**src/rtl/opb_register_bank_pkg.sv**
```systemverilog
// -----------------------------------------------------------------------------
// opb_register_bank_pkg
// Shared definitions for the OPB register bank: word and byte-lane sizes, the
// transfer FSM state encoding and the byte-address to register-index mapping.
// -----------------------------------------------------------------------------
package opb_register_bank_pkg;

   localparam int unsigned WORD_W     = 32;
   localparam int unsigned BYTE_LANES = 4;

   typedef enum logic [1:0] {
      ST_IDLE = 2'd0,
      ST_ACK  = 2'd1,
      ST_HOLD = 2'd2
   } opb_state_e;

   // Registers are word-aligned, so the low two offset bits are dropped.
   function automatic logic [WORD_W-1:0] addr_to_index(
      input logic [WORD_W-1:0] addr,
      input logic [WORD_W-1:0] base
   );
      logic [WORD_W-1:0] offset_s;
      offset_s = addr - base;
      return {2'b00, offset_s[WORD_W-1:2]};
   endfunction

endpackage

```
**src/rtl/opb_register_bank_if.sv**
```systemverilog
// -----------------------------------------------------------------------------
// opb_register_bank_if
// OPB slave-side bus bundle. Vectors keep the IBM big-endian numbering: bit 0
// is the most significant bit.
//   slave  : OPB_* inputs, Sl_* outputs (the register bank)
//   master : the opposite direction (bus driver / bench)
// -----------------------------------------------------------------------------
interface opb_register_bank_if;

   logic [0:31] OPB_ABus;
   logic [0:3]  OPB_BE;
   logic [0:31] OPB_DBus;
   logic        OPB_RNW;
   logic        OPB_select;
   logic        OPB_seqAddr;

   logic [0:31] Sl_DBus;
   logic        Sl_xferAck;
   logic        Sl_errAck;
   logic        Sl_retry;
   logic        Sl_toutSup;

   modport slave (
      input  OPB_ABus, OPB_BE, OPB_DBus, OPB_RNW, OPB_select, OPB_seqAddr,
      output Sl_DBus, Sl_xferAck, Sl_errAck, Sl_retry, Sl_toutSup
   );

   modport master (
      output OPB_ABus, OPB_BE, OPB_DBus, OPB_RNW, OPB_select, OPB_seqAddr,
      input  Sl_DBus, Sl_xferAck, Sl_errAck, Sl_retry, Sl_toutSup
   );

endinterface

```
**src/rtl/opb_register_bank_slot.sv**
```systemverilog
// -----------------------------------------------------------------------------
// opb_reg_slot
// One 32-bit user register with byte-lane write, optional autoclear (pulse
// register) and a one-cycle write strobe aligned with the new value.
// Ports:
//   clk, rst   : clock, asynchronous active-high reset
//   wr_en      : one-cycle write request for this register
//   wr_data    : write data, user bit order (bit 31 = MSB)
//   wr_be      : byte enables, wr_be[j] enables bits [8j+7:8j]
//   data_out   : current register value
//   wr_strobe  : high in the first cycle the written value is visible
// -----------------------------------------------------------------------------
module opb_reg_slot
   import opb_register_bank_pkg::*;
#(
   parameter logic [WORD_W-1:0] RESET_VALUE = 32'h0000_0000,
   parameter bit                AUTOCLEAR   = 1'b0
) (
   input  logic                  clk,
   input  logic                  rst,
   input  logic                  wr_en,
   input  logic [WORD_W-1:0]     wr_data,
   input  logic [BYTE_LANES-1:0] wr_be,
   output logic [WORD_W-1:0]     data_out,
   output logic                  wr_strobe
);

   logic [WORD_W-1:0] data_r;
   logic [WORD_W-1:0] merged_s;
   logic              strobe_r;

   // Byte-lane merge of the write data over the current contents.
   always_comb begin
      merged_s = data_r;
      for (int j = 0; j < BYTE_LANES; j++) begin
         if (wr_be[j]) begin
            merged_s[8*j +: 8] = wr_data[8*j +: 8];
         end else begin
            merged_s[8*j +: 8] = data_r[8*j +: 8];
         end
      end
   end

   // Register storage; a pulse register falls back to the reset value one
   // cycle after the strobe, i.e. it holds the written value exactly once.
   always_ff @(posedge clk or posedge rst) begin
      if (rst) begin
         data_r   <= RESET_VALUE;
         strobe_r <= 1'b0;
      end else begin
         strobe_r <= wr_en;
         if (wr_en) begin
            data_r <= merged_s;
         end else if (AUTOCLEAR && strobe_r) begin
            data_r <= RESET_VALUE;
         end else begin
            data_r <= data_r;
         end
      end
   end

   assign data_out  = data_r;
   assign wr_strobe = strobe_r;

endmodule

```
**src/rtl/opb_register_bank.sv**
```systemverilog
// -----------------------------------------------------------------------------
// opb_register_bank
// OPB slave exposing C_NUM_REGS 32-bit user registers. A hit is sampled in
// IDLE, acknowledged in the single ACK cycle and the slave then waits in HOLD
// until OPB_select drops. Writes land at the end of ACK.
// Ports:
//   OPB_Clk, OPB_Rst : clock, asynchronous active-high reset
//   opb              : OPB slave bus bundle
//   user_data_out    : register i on bits [32i+31:32i]
//   user_wr_strobe   : one-cycle pulse per completed write to register i
// -----------------------------------------------------------------------------
module opb_register_bank
   import opb_register_bank_pkg::*;
#(
   parameter logic [31:0]           C_BASEADDR       = 32'h0100_0200,
   parameter logic [31:0]           C_HIGHADDR       = 32'h0100_02FF,
   parameter int                    C_NUM_REGS       = 4,
   parameter logic [31:0]           C_RESET_VALUE    = 32'h0000_0000,
   parameter logic [C_NUM_REGS-1:0] C_AUTOCLEAR_MASK = {C_NUM_REGS{1'b0}}
) (
   input  logic                         OPB_Clk,
   input  logic                         OPB_Rst,
   opb_register_bank_if.slave           opb,
   output logic [32*C_NUM_REGS-1:0]     user_data_out,
   output logic [C_NUM_REGS-1:0]        user_wr_strobe
);

   opb_state_e          state_r;
   logic [WORD_W-1:0]   index_r;
   logic [WORD_W-1:0]   wr_data_r;
   logic [BYTE_LANES-1:0] wr_be_r;
   logic                rnw_r;
   logic                xfer_ack_r;
   logic [WORD_W-1:0]   rd_data_r;

   logic                hit_s;
   logic [WORD_W-1:0]   hit_index_s;
   logic [WORD_W-1:0]   rd_mux_s;
   logic [C_NUM_REGS-1:0] wr_en_s;
   logic [WORD_W-1:0]   slot_data_s [C_NUM_REGS];
   logic                unused_seq_addr_s;

   // Sequential-address hint carries no meaning for single-beat registers.
   assign unused_seq_addr_s = opb.OPB_seqAddr;

   // Address decode of the live bus.
   always_comb begin
      hit_s       = opb.OPB_select &&
                    (opb.OPB_ABus >= C_BASEADDR) &&
                    (opb.OPB_ABus <= C_HIGHADDR);
      hit_index_s = addr_to_index(opb.OPB_ABus, C_BASEADDR);
   end

   // Readback mux; indexes past the implemented registers read as zero.
   // Register contents cannot change between the hit and ACK (writes only
   // happen in ACK and a pulse register has cleared before the next hit), so
   // the read word is captured at the hit and presented from a flop in ACK.
   always_comb begin
      rd_mux_s = 32'h0000_0000;
      for (int i = 0; i < C_NUM_REGS; i++) begin
         if (hit_index_s == 32'(i)) begin
            rd_mux_s = slot_data_s[i];
         end else begin
            rd_mux_s = rd_mux_s;
         end
      end
   end

   // Write request to the addressed slot during ACK; out-of-range is dropped.
   always_comb begin
      wr_en_s = {C_NUM_REGS{1'b0}};
      for (int i = 0; i < C_NUM_REGS; i++) begin
         if ((state_r == ST_ACK) && !rnw_r && (index_r == 32'(i))) begin
            wr_en_s[i] = 1'b1;
         end else begin
            wr_en_s[i] = 1'b0;
         end
      end
   end

   // Transfer FSM with registered acknowledge and read data. Reset during
   // ACK forces IDLE before the write edge, which cancels the pending write.
   always_ff @(posedge OPB_Clk or posedge OPB_Rst) begin
      if (OPB_Rst) begin
         state_r    <= ST_IDLE;
         index_r    <= 32'h0000_0000;
         wr_data_r  <= 32'h0000_0000;
         wr_be_r    <= 4'b0000;
         rnw_r      <= 1'b1;
         xfer_ack_r <= 1'b0;
         rd_data_r  <= 32'h0000_0000;
      end else begin
         case (state_r)
            ST_IDLE: begin
               if (hit_s) begin
                  state_r    <= ST_ACK;
                  xfer_ack_r <= 1'b1;
                  index_r    <= hit_index_s;
                  // Big-endian bus maps straight onto the user word:
                  // OPB_DBus[0] is user bit 31, OPB_BE[0] is wr_be_r[3].
                  wr_data_r  <= opb.OPB_DBus;
                  wr_be_r    <= opb.OPB_BE;
                  rnw_r      <= opb.OPB_RNW;
                  rd_data_r  <= opb.OPB_RNW ? rd_mux_s : 32'h0000_0000;
               end else begin
                  state_r    <= ST_IDLE;
                  xfer_ack_r <= 1'b0;
                  rd_data_r  <= 32'h0000_0000;
               end
            end
            ST_ACK: begin
               state_r    <= ST_HOLD;
               xfer_ack_r <= 1'b0;
               rd_data_r  <= 32'h0000_0000;
            end
            ST_HOLD: begin
               state_r    <= opb.OPB_select ? ST_HOLD : ST_IDLE;
               xfer_ack_r <= 1'b0;
               rd_data_r  <= 32'h0000_0000;
            end
            default: begin
               state_r    <= ST_IDLE;
               xfer_ack_r <= 1'b0;
               rd_data_r  <= 32'h0000_0000;
            end
         endcase
      end
   end

   assign opb.Sl_DBus    = rd_data_r;
   assign opb.Sl_xferAck = xfer_ack_r;
   assign opb.Sl_errAck  = 1'b0;
   assign opb.Sl_retry   = 1'b0;
   assign opb.Sl_toutSup = 1'b0;

   for (genvar i = 0; i < C_NUM_REGS; i++) begin : g_slot
      opb_reg_slot #(
         .RESET_VALUE (C_RESET_VALUE),
         .AUTOCLEAR   (C_AUTOCLEAR_MASK[i])
      ) u_slot (
         .clk       (OPB_Clk),
         .rst       (OPB_Rst),
         .wr_en     (wr_en_s[i]),
         .wr_data   (wr_data_r),
         .wr_be     (wr_be_r),
         .data_out  (slot_data_s[i]),
         .wr_strobe (user_wr_strobe[i])
      );
      assign user_data_out[32*i +: 32] = slot_data_s[i];
   end

endmodule

```
**src/flat_wrapper.sv**
```systemverilog
// flat-port wrapper written by rule: the top's interface ports become plain ports
module opb_register_bank_flat import opb_register_bank_pkg::*;
#(
   parameter logic [31:0]           C_BASEADDR       = 32'h0100_0200,
   parameter logic [31:0]           C_HIGHADDR       = 32'h0100_02FF,
   parameter int                    C_NUM_REGS       = 4,
   parameter logic [31:0]           C_RESET_VALUE    = 32'h0000_0000,
   parameter logic [C_NUM_REGS-1:0] C_AUTOCLEAR_MASK = {C_NUM_REGS{1'b0}}
)
  (OPB_Clk, OPB_Rst, user_data_out, user_wr_strobe, opb_OPB_ABus, opb_OPB_BE, opb_OPB_DBus, opb_OPB_RNW, opb_OPB_select, opb_OPB_seqAddr, opb_Sl_DBus, opb_Sl_xferAck, opb_Sl_errAck, opb_Sl_retry, opb_Sl_toutSup);
  opb_register_bank_if opb_i ();
  input  logic OPB_Clk;
  input  logic OPB_Rst;
  output logic [32*C_NUM_REGS-1:0] user_data_out;
  output logic [C_NUM_REGS-1:0] user_wr_strobe;
  input wire logic [$bits(opb_i.OPB_ABus)-1:0] opb_OPB_ABus;
  input wire logic [$bits(opb_i.OPB_BE)-1:0] opb_OPB_BE;
  input wire logic [$bits(opb_i.OPB_DBus)-1:0] opb_OPB_DBus;
  input wire logic [$bits(opb_i.OPB_RNW)-1:0] opb_OPB_RNW;
  input wire logic [$bits(opb_i.OPB_select)-1:0] opb_OPB_select;
  input wire logic [$bits(opb_i.OPB_seqAddr)-1:0] opb_OPB_seqAddr;
  output wire logic [$bits(opb_i.Sl_DBus)-1:0] opb_Sl_DBus;
  output wire logic [$bits(opb_i.Sl_xferAck)-1:0] opb_Sl_xferAck;
  output wire logic [$bits(opb_i.Sl_errAck)-1:0] opb_Sl_errAck;
  output wire logic [$bits(opb_i.Sl_retry)-1:0] opb_Sl_retry;
  output wire logic [$bits(opb_i.Sl_toutSup)-1:0] opb_Sl_toutSup;
  assign opb_i.OPB_ABus = opb_OPB_ABus;
  assign opb_i.OPB_BE = opb_OPB_BE;
  assign opb_i.OPB_DBus = opb_OPB_DBus;
  assign opb_i.OPB_RNW = opb_OPB_RNW;
  assign opb_i.OPB_select = opb_OPB_select;
  assign opb_i.OPB_seqAddr = opb_OPB_seqAddr;
  assign opb_Sl_DBus = opb_i.Sl_DBus;
  assign opb_Sl_xferAck = opb_i.Sl_xferAck;
  assign opb_Sl_errAck = opb_i.Sl_errAck;
  assign opb_Sl_retry = opb_i.Sl_retry;
  assign opb_Sl_toutSup = opb_i.Sl_toutSup;
  opb_register_bank #(.C_BASEADDR(C_BASEADDR), .C_HIGHADDR(C_HIGHADDR), .C_NUM_REGS(C_NUM_REGS), .C_RESET_VALUE(C_RESET_VALUE), .C_AUTOCLEAR_MASK(C_AUTOCLEAR_MASK)) u_core (.OPB_Clk(OPB_Clk), .OPB_Rst(OPB_Rst), .opb(opb_i), .user_data_out(user_data_out), .user_wr_strobe(user_wr_strobe));
endmodule
```
**config.mk**
```make
export PLATFORM = sky130hd
export DESIGN_NAME = opb_register_bank_flat
export DESIGN_NICKNAME = d
export VERILOG_FILES = /design/src/rtl/opb_register_bank_pkg.sv /design/src/rtl/opb_register_bank_if.sv /design/src/rtl/opb_register_bank_slot.sv /design/src/rtl/opb_register_bank.sv /design/src/flat_wrapper.sv
export SDC_FILE = /design/constraint.sdc
export NUM_CORES = 1
export LEC_CHECK = 0
export CORE_MARGIN = 3
export CORE_UTILIZATION = 53
export DETAILED_ROUTE_END_ITERATION = 10
export PLACE_DENSITY = 0.85
export SLEW_MARGIN = 10
export SYNTH_ARGS = -nofsm -noshare
export SYNTH_HDL_FRONTEND = slang
export SYNTH_HIERARCHICAL = 1
export SYNTH_SLANG_ARGS = --single-unit
```
**constraint.sdc**
```tcl
create_clock -name OPB_Clk -period 8 [get_ports OPB_Clk]
set_input_delay 1.2 -clock OPB_Clk [delete_from_list [all_inputs] [get_ports OPB_Clk]]
set_output_delay 1.2 -clock OPB_Clk [all_outputs]
set_load 0.02 [all_outputs]
```
==> results.yml, run 1 <==
timing:
  slew_headroom_pct: 31.3
  setup_viol: 0
  finalSetupTns_ps: 0
  max_freq_mhz: 280
  slew_violations: 0
  period_share_pct: 44.7
  worst_pin_slew_ps: 1030
  rsz0062_at_grt: "no"
  hold_viol: 0
  post-route-min-period_ps: 3570
  fin_worst_skew_ps: 13.7
synthesis:
  yosys.area.top_type: "dfrtp_1"
  synth_area_per_cell_um2: 13.9
  synthFlopType: "dfrtp_1"
  synth_top_area_share_pct: 61.3
  yosysWarningCount: 6
  synth_area_leaders: "dfrtp_1, mux2_2, mux4_2"
  syn-instance-count: 679
  synth_area_um2: 9460
  async_flop_share_pct: 100
  ys_seq_area_share_pct: 61.6
  synth_cell_types: 39
  synth_edf_count: 0
  synth.ff_latch_count: 233
status:
  status: "finished clean"
critical_path:
  max_stage_delay_ps: 760
  cp-start-kind: "input port"
  cp_slowest_cell: "a21oi_1"
  crit_chain: "clkdlybuf4s50_1 > nor4bb_1 > and4_1 > nand4_4 > buf_4 > a21oi_1 > a21o_1"
  arrival_ps: 4010
  cp_max_fo: 52
  required_ps: 8440
  critical_path_class: "input port to flip-flop"
  endpoint_kind: "flip-flop"
min_path:
  hold_path.class: "flip-flop to flip-flop"
global_routing:
  grt_pass1_wl_um: 39400
  antenna_found_initial: 1
  grt.overflow.total: 0
  grt_pass1_vias: 6885
  grtUsageTotal_pct: 25.8
  grt_max_degree: 77
cells_and_area:
  fin_cells: 1165
  final_cell_mix: "clkdlybuf4s50_1, dfrtp_1, nand2_1, mux2_2, and3_1"
  finalNetCount: 995
  syn_to_final_growth_pct: 36.3
  fillers: 1137
  drive_above_1_share_pct: 25.1
floorplan:
  dieArea_um2: 19500
  die-width_um: 140
  io_pins: 241
  start_util_pct: 54.3
  rows: 48
  core_area_um2: 17400
  chipHeight_um: 140
placed_design:
  port_buffers: 234
  gp_congestion: 0.796
  dp_hpwl_um: 16000
  place_inst: 1120
cts:
  cts_tree: "yes"
  clk_latency_ps: 510
  h-tree-depth: 1
  cts_num_sinks: 233
  clk_path_buf_depth: 3
  clkTransAtPathRegs_ps: 60
  cts_resized: 0
  hold_buffers: 0
  cts-root-buf: "clkbuf_16"
  postCtsSetupBuffers: 0
  numCtsBuffers: 24
routing:
  drt-total-wl_um: 25100
  vias_per_cell: 5.61
  drc_errors: 0
  detail-route-antenna-nets: 0
  drtPass1Iterations: 4
  wl_per_cell_um: 21.5
  drt_iter0_drc: 354
  num_vias: 6537
pwr:
  peakVddDrop_v: 0.000128
  powerDensity_nw_per_um2: 193
  internal-power_mw: 1.98
  switchingPower_mw: 0.504
  combPwrFrac_pct: 3.8
  p_clk_share_pct: 48.9
  seqPwrFrac_pct: 47.4
  switching_share_pct: 20.2
  p_leak_nw: 6.42
run:
  maxCapViolCount: 0
-- metal layers --
layer	GRT usage, %	vias up	share of wire (%)
li1	-	2875	-
met1	36.0	3389	42
met2	43.8	235	51
met3	3.54	38	5.8
met4	5.92	0	1.9
met5	0	-	0
-- cells in the mapped netlist, types with 2 or more instances --
master      n
and3_1     33
buf_2       7
dfrtp_1   232
nand2_1   131
inv_1       8
nor4b_1     2
o21ai_0     2
a21o_1     11
nand3_1     4
nor2_4      2
nor4_1      9
nand2_2    16
buf_4       3
mux4_2     32
buf_6       3
nand4_1     3
nor3_1      4
clkbuf_1   14
mux2_2    128
and2_1     12
buf_1       2
nor2_1      3
nor4bb_1    2
-- worst max-delay path: cells and delay by family --
| family | cells | cell delay, ps |
|---|---|---|
| simple gates | 3 | 960 |
| buf+inv | 2 | 930 |
| compound gates | 2 | 920 |
-- layout make-up --
| type | count | area, µm² | share of cell area [%] |
|---|---|---|---|
| diodes | 1 | 2.50 | 0.0194 |
| clock buffers | 36 | 737 | 5.71 |
| clock inverters | 8 | 146 | 1.14 |
| inverters | 9 | 36.3 | 0.281 |
| multi-input cells | 410 | 3460 | 26.8 |
| flip-flops and latches | 233 | 5830 | 45.2 |
| well taps | 225 | 282 | 2.18 |
| repair buffers | 243 | 2400 | 18.6 |
-- power by group through the flow --
stage	Sequential (mW)	Combinational [mW]	Clock (mW)
2_1_floorplan	1.20	0.0398	0
3_3_place_gp	1.20	0.0948	0
3_5_place_dp	1.20	0.0961	0
4_1_cts	1.18	0.0964	1.23
5_1_grt	1.18	0.103	1.29
6_report	1.18	0.0943	1.22
-- cell families (layout without fill, tap and decap cells) --
family / count (synthesis) / count (layout) / share of synthesized area (%)
multiplexers: 160 / 160 / 22.8
adder cells (fa/ha/maj): 1 / 1 / 0.132
flip-flops: 233 / 233 / 61.6
other: 1 / 4 / 0.0396
buffers and inverters: 38 / 296 / 1.96
AO/OA/AOI/OAI: 15 / 15 / 1.10
AND/OR/NAND/NOR: 230 / 230 / 12.2
XOR/XNOR: 1 / 1 / 0.0926
-- state kept, by name, summed over array words and instances, names as in the netlist --
signal / count
u_core/opb.Sl_DBus: 32
u_core/wr_data_r: 32
u_core/g_slot.u_slot/data_out: 128
u_core/index_r: 30
u_core/state_r: 2
u_core/rnw_r: 1
u_core/g_slot.u_slot/wr_strobe: 4
u_core/wr_be_r: 4
-- per-stage QoR --
stage                     hold slack, ps  worst slack, ps  power, mW  util, %  instance area [µm²]
final                                473             4430       2.49     74.0                12900
after CTS                            471             4380       2.51     74.0                12900
after global routing                 484             4170       2.57     74.0                12900
after floorplan                      439             4150       1.24        -                 9470
after global placement               450             3910       1.29     69.0                12000
after detailed placement             459             3860       1.30     69.0                12000
-- final timing paths --
kind | from | endpoint | slack (ps) | cells past startpoint
min | u_core/rnw_r | u_core/rnw_r | 470 | 2
max in group asynchronous | OPB_Rst | u_core/opb.Sl_DBus[5] | 5450 | 3
max reg2reg | u_core/state_r[1] | u_core/index_r[15] | 5280 | 6
min reg2reg | u_core/rnw_r | u_core/rnw_r | 470 | 2
min in group asynchronous | OPB_Rst | u_core/opb.Sl_DBus[17] | 1180 | 2
max | opb_OPB_ABus[9] | u_core/index_r[15] | 4430 | 7
Note: power is estimated with default switching activity, not from simulation.
==> run 2, diff against run 1 <==
--- a/config.mk
+++ b/config.mk
@@ -6,9 +6,9 @@
 export NUM_CORES = 1
 export LEC_CHECK = 0
 export CORE_MARGIN = 3
-export CORE_UTILIZATION = 53
+export CORE_UTILIZATION = 49
 export DETAILED_ROUTE_END_ITERATION = 10
-export PLACE_DENSITY = 0.85
+export PLACE_DENSITY = 0.79
 export SLEW_MARGIN = 10
 export SYNTH_ARGS = -nofsm -noshare
 export SYNTH_HDL_FRONTEND = slang
==> constraint.sdc (replaced) <==
create_clock -name OPB_Clk -period 3.45 [get_ports OPB_Clk]
set_input_delay 0.5175 -clock OPB_Clk [delete_from_list [all_inputs] [get_ports OPB_Clk]]
set_output_delay 0.5175 -clock OPB_Clk [all_outputs]
set_load 0.02 [all_outputs]
==> run 2 against run 1 <==
  * Sequential share of layout area grew 0.11 points
  * Utilization decreased by 5.7 points
  * Die area is 7.8% higher
  * Routed wire length up 1.3%
  * Clock power grew 98%
  * Final cell count increased by 3.3%
  * Register-to-register slack got worse by 4300 ps
  * Sequential power grew 130%
  * Clock skew about the same
  * Critical path depth down 2
  * Largest cell class unchanged
  * Largest power group is now registers
==> results.yml, run 2 (synthesis results as in run 1) <==
routing:
  drc_errors: 0
  drt-total-wl_um: 25400
  detail-route-antenna-nets: 0
  drtPass1Iterations: 4
  wl_per_cell_um: 21.1
  drt_iter0_drc: 377
  num_vias: 6511
  vias_per_cell: 5.41
global_routing:
  grt_pass1_vias: 7087
  grt.overflow.total: 0
  grt_pass1_wl_um: 41000
  antenna_found_initial: 2
  grtUsageTotal_pct: 24.5
  grt_max_degree: 58
critical_path:
  reg2reg_from: "u_core/state_r[1]"
  endpoint_kind: "flip-flop"
  arrival_ps: 2900
  cp_max_fo: 8
  required_ps: 3840
  cp-start-kind: "flip-flop"
  critical_path_class: "flip-flop to flip-flop"
  worstSetupStartpoint: "u_core/state_r[1]"
cts:
  clk_latency_ps: 510
  cts_resized: 0
  cts_tree: "yes"
  clkTransAtPathRegs_ps: 60
  numCtsBuffers: 23
  cts_num_sinks: 233
  postCtsSetupBuffers: 0
  cts-root-buf: "clkbuf_16"
  h-tree-depth: 1
  clk_path_buf_depth: 3
  hold_buffers: 0
floorplan:
  io_pins: 241
  core_area_um2: 18800
  start_util_pct: 50.3
  rows: 50
  die-width_um: 145
  dieArea_um2: 21000
  chipHeight_um: 145
timing:
  slew_violations: 0
  finalSetupTns_ps: 0
  fin_ws_ps: 938
  max_freq_mhz: 398
  setup_viol: 0
  slew_headroom_pct: 26.0
  fin_worst_skew_ps: 13.2
  period_share_pct: 72.8
  rsz0062_at_grt: "no"
  worst_pin_slew_ps: 1100
  post-route-min-period_ps: 2510
  hold_viol: 0
min_path:
  holdCritStartpoint: "u_core/index_r[25]"
  hold_path.class: "flip-flop to flip-flop"
placed_design:
  dp_hpwl_um: 17300
  dpl_cell_area_um2: 12100
  place_inst: 1159
  gp_congestion: 0.791
  dp_worst_setup_slack_ps: 764
  port_buffers: 234
cells_and_area:
  syn_to_final_growth_pct: 35.9
  fin_cells: 1203
  largest_register_ffs: 128
  fin_area_um2: 12900
  final_cell_mix: "clkdlybuf4s50_1, dfrtp_1, nand2_1, mux2_2, and3_1"
  drive_above_1_share_pct: 25.3
  fillers: 1371
  finalNetCount: 998
pwr:
  peakVddDrop_v: 0.000324
  powerDensity_nw_per_um2: 418
  p_leak_nw: 6.39
status:
  status: "finished clean"
run:
  maxCapViolCount: 0
-- run 2: through the flow --
step	hold slack (ps)	util [%]	power [mW]
2_1_floorplan	439	-	2.88
3_3_place_gp	452	64.4	3.01
3_5_place_dp	467	64.4	3.01
4_1_cts	480	68.3	5.42
5_1_grt	504	68.3	5.54
6_report	479	68.3	5.37
-- run 2: final timing paths --
path                                                   endpoint  slack (ps)  depth (start not counted)
setup / recovery            u_core/g_slot[0].u_slot/data_out[9]         940                          5
min in group asynchronous  u_core/g_slot[2].u_slot/data_out[17]         570                          2
hold / removal                               u_core/index_r[25]         480                          1
max in group asynchronous     u_core/g_slot[1].u_slot/wr_strobe        2070                          3
hold reg to reg                              u_core/index_r[25]         480                          1
setup reg to reg            u_core/g_slot[0].u_slot/data_out[9]         940                          5
-- run 2: power by group --
part | internal (mW) | switching (mW)
combinational | 0.0973 | 0.123
sequential | 2.73 | 0.00000133
clock | 1.40 | 1.02
-- run 2: worst max-delay path, cell delays in order (launching register included) --
cell and delay [ps]:
dfrtp_1 400, nor4b_1 350, nand4_1 240, nor4_2 690
nand2_2 350, mux2_2 370
-- run 2: layer usage --
layer / wire, µm / vias to the layer above / global-route usage [%]
li1: - / 2876 / -
met1: 10600 / 3398 / 31.8
met2: 13000 / 197 / 42.9
met3: 1230 / 40 / 4.22
met4: 579 / 0 / 7.22
met5: 0 / - / 0
-- run 2: area by class of cell --
type	instances	area [µm²]	share of cell area, %
inverter	9	36.3	0.282
clock inverter	7	38.8	0.301
multi-input combinational	410	3460	26.9
clock buffer	35	701	5.45
tap	260	325	2.53
sequential	233	5830	45.3
antenna	2	5.00	0.0389
timing repair buffer	247	2470	19.2
==> run 3, diff against run 2 <==
==> constraint.sdc (replaced) <==
create_clock -name OPB_Clk -period 2.6 [get_ports OPB_Clk]
set_input_delay 0.39 -clock OPB_Clk [delete_from_list [all_inputs] [get_ports OPB_Clk]]
set_output_delay 0.39 -clock OPB_Clk [all_outputs]
set_load 0.02 [all_outputs]
==> run 3 against run 2 <==
  * Flip-flop and latch count is the same
  * Power rose by 37%
  * Sequential power grew 33%
  * Routed wire length is 1.4% higher
  * Critical endpoint is now u_core/g_slot[3].u_slot/data_out[20]
  * Largest power group unchanged
  * Utilization rose by 1.1 points
  * Clock power rose by 41%
==> results.yml, run 3 (synthesis results as in run 1) <==
status:
  status: "finished clean"
critical_path:
  critPathCapture: "u_core/g_slot[3].u_slot/data_out[20]"
  worstReg2RegEnd: "u_core/g_slot[3].u_slot/data_out[20]"
  worstSetupStartpoint: "u_core/state_r[1]"
  required_ps: 2980
  worstRegToRegCells: 6
  cp_max_fo: 8
  cp-start-kind: "flip-flop"
  arrival_ps: 2780
  endpoint_kind: "flip-flop"
  critical_path_class: "flip-flop to flip-flop"
  reg2reg_from: "u_core/state_r[1]"
  ff2ff_setup_slack_ps: 200
cts:
  postCtsSetupBuffers: 0
  clk_latency_ps: 500
  clkTransAtPathRegs_ps: 60
  cts_tree: "yes"
  hold_buffers: 0
  cts_resized: 0
  cts_num_sinks: 233
  h-tree-depth: 1
  cts-root-buf: "clkbuf_16"
  numCtsBuffers: 24
  clk_path_buf_depth: 3
floorplan:
  io_pins: 241
  dieArea_um2: 21000
  rows: 50
  chipHeight_um: 145
  core_area_um2: 18800
  die-width_um: 145
  start_util_pct: 50.3
placed_design:
  place_inst: 1167
  port_buffers: 234
  dp_hpwl_um: 17700
  gp_congestion: 0.770
timing:
  period_share_pct: 92.3
  worst_pin_slew_ps: 624
  slew_headroom_pct: 58.3
  hold_viol: 0
  finalSetupTns_ps: 0
  fin_worst_skew_ps: 13.8
  post-route-min-period_ps: 2400
  slew_violations: 0
  rsz0062_at_grt: "no"
  setup_viol: 0
  max_freq_mhz: 417
min_path:
  hold_path.class: "input port to flip-flop"
routing:
  drt_iter0_drc: 292
  wl_per_cell_um: 21.3
  route.met2.wl_um: 12900
  met3_length_um: 1430
  drt-met1-wl_um: 10700
  drt-total-wl_um: 25700
  vias_per_cell: 5.43
  drc_errors: 0
  top_layer_used: "met4"
  drtPass1Iterations: 4
  detail-route-antenna-nets: 0
  num_vias: 6573
cells_and_area:
  largest_register_ffs: 128
  final_cell_mix: "clkdlybuf4s50_1, dfrtp_1, nand2_1, mux2_2, and3_1"
  syn_to_final_growth_pct: 38.1
  drive_above_1_share_pct: 25.9
  seq_area_um2: 5830
  finalNetCount: 1007
  fin_cells: 1210
  multiInputGateArea_um2: 3460
  fillers: 1377
global_routing:
  grtUsageTotal_pct: 24.4
  grt_max_degree: 54
  grt_pass1_vias: 6939
  antenna_found_initial: 1
  grt.overflow.total: 0
  grt_pass1_wl_um: 40300
run:
  maxCapViolCount: 0
pwr:
  p_leak_nw: 6.48
  powerDensity_nw_per_um2: 563
  total_power_mw: 7.35
  peakVddDrop_v: 0.000512
run 3: cell types whose count changed in the layout (fill, tap and decap cells not counted):
cell / before / now
buf_12: 3 / 10
buf_4: 10 / 11
bufinv_16: 0 / 2
clkbuf_1: 4 / 8
clkbuf_16: 23 / 25
clkbuf_8: 8 / 5
clkinv_1: 4 / 0
clkinv_2: 6 / 2
clkinvlp_4: 0 / 1
diode_2: 2 / 1
inv_2: 1 / 5
inv_4: 1 / 0
inv_6: 1 / 0
run 3: through the flow:
| stage | setup WS (ps) | util [%] | hold WS [ps] | cell area (µm²) |
|---|---|---|---|---|
| finish | 200 | 69.4 | 328 | 13100 |
| floorplan | 352 | - | 439 | 9480 |
| detailed placement | 98.4 | 65.2 | 451 | 12300 |
| global placement | 129 | 65.2 | 452 | 12300 |
| global route | 17.6 | 69.4 | 326 | 13100 |
| CTS | 163 | 69.4 | 314 | 13100 |
run 3: layout make-up:
class | instances | share of cell area (%)
flip-flops and latches | 233 | 44.6
multi-input cells | 410 | 26.5
repair buffers | 255 | 20.0
clock buffers | 38 | 5.54
well taps | 260 | 2.49
clock inverters | 4 | 0.536
inverters | 9 | 0.287
diodes | 1 | 0.0191
run 3: routing by layer:
metal	vias up	GRT usage, %
li1	2898	-
met1	3400	32.6
met2	229	41.2
met3	46	4.09
met4	0	7.98
met5	-	0
run 3: how the worst min path moves through the flow:
stage	startpoint	end	cells after the start
floorplan	u_core/rnw_r	u_core/rnw_r	2
CTS	opb_OPB_ABus[3]	u_core/index_r[1]	3
global route	opb_OPB_ABus[3]	u_core/index_r[1]	3
detailed placement	u_core/rnw_r	u_core/rnw_r	2
finish	opb_OPB_ABus[3]	u_core/index_r[1]	3
global placement	u_core/rnw_r	u_core/rnw_r	2
run 3: power breakdown:
part / internal (mW) / total (mW) / switching, mW / leakage, nW
registers: 3.63 / 3.63 / 0.00000173 / 3.25
clock network: 2.10 / 3.42 / 1.32 / 0.390
logic: 0.142 / 0.312 / 0.170 / 2.84
run 3: critical path, cell delays in order, from the launching register on:
cell and delay, ps:
dfrtp_1 400, nor4b_1 380, nand4_1 250, nor2_1 210
and3_1 410, nand2_2 280, mux2_2 350
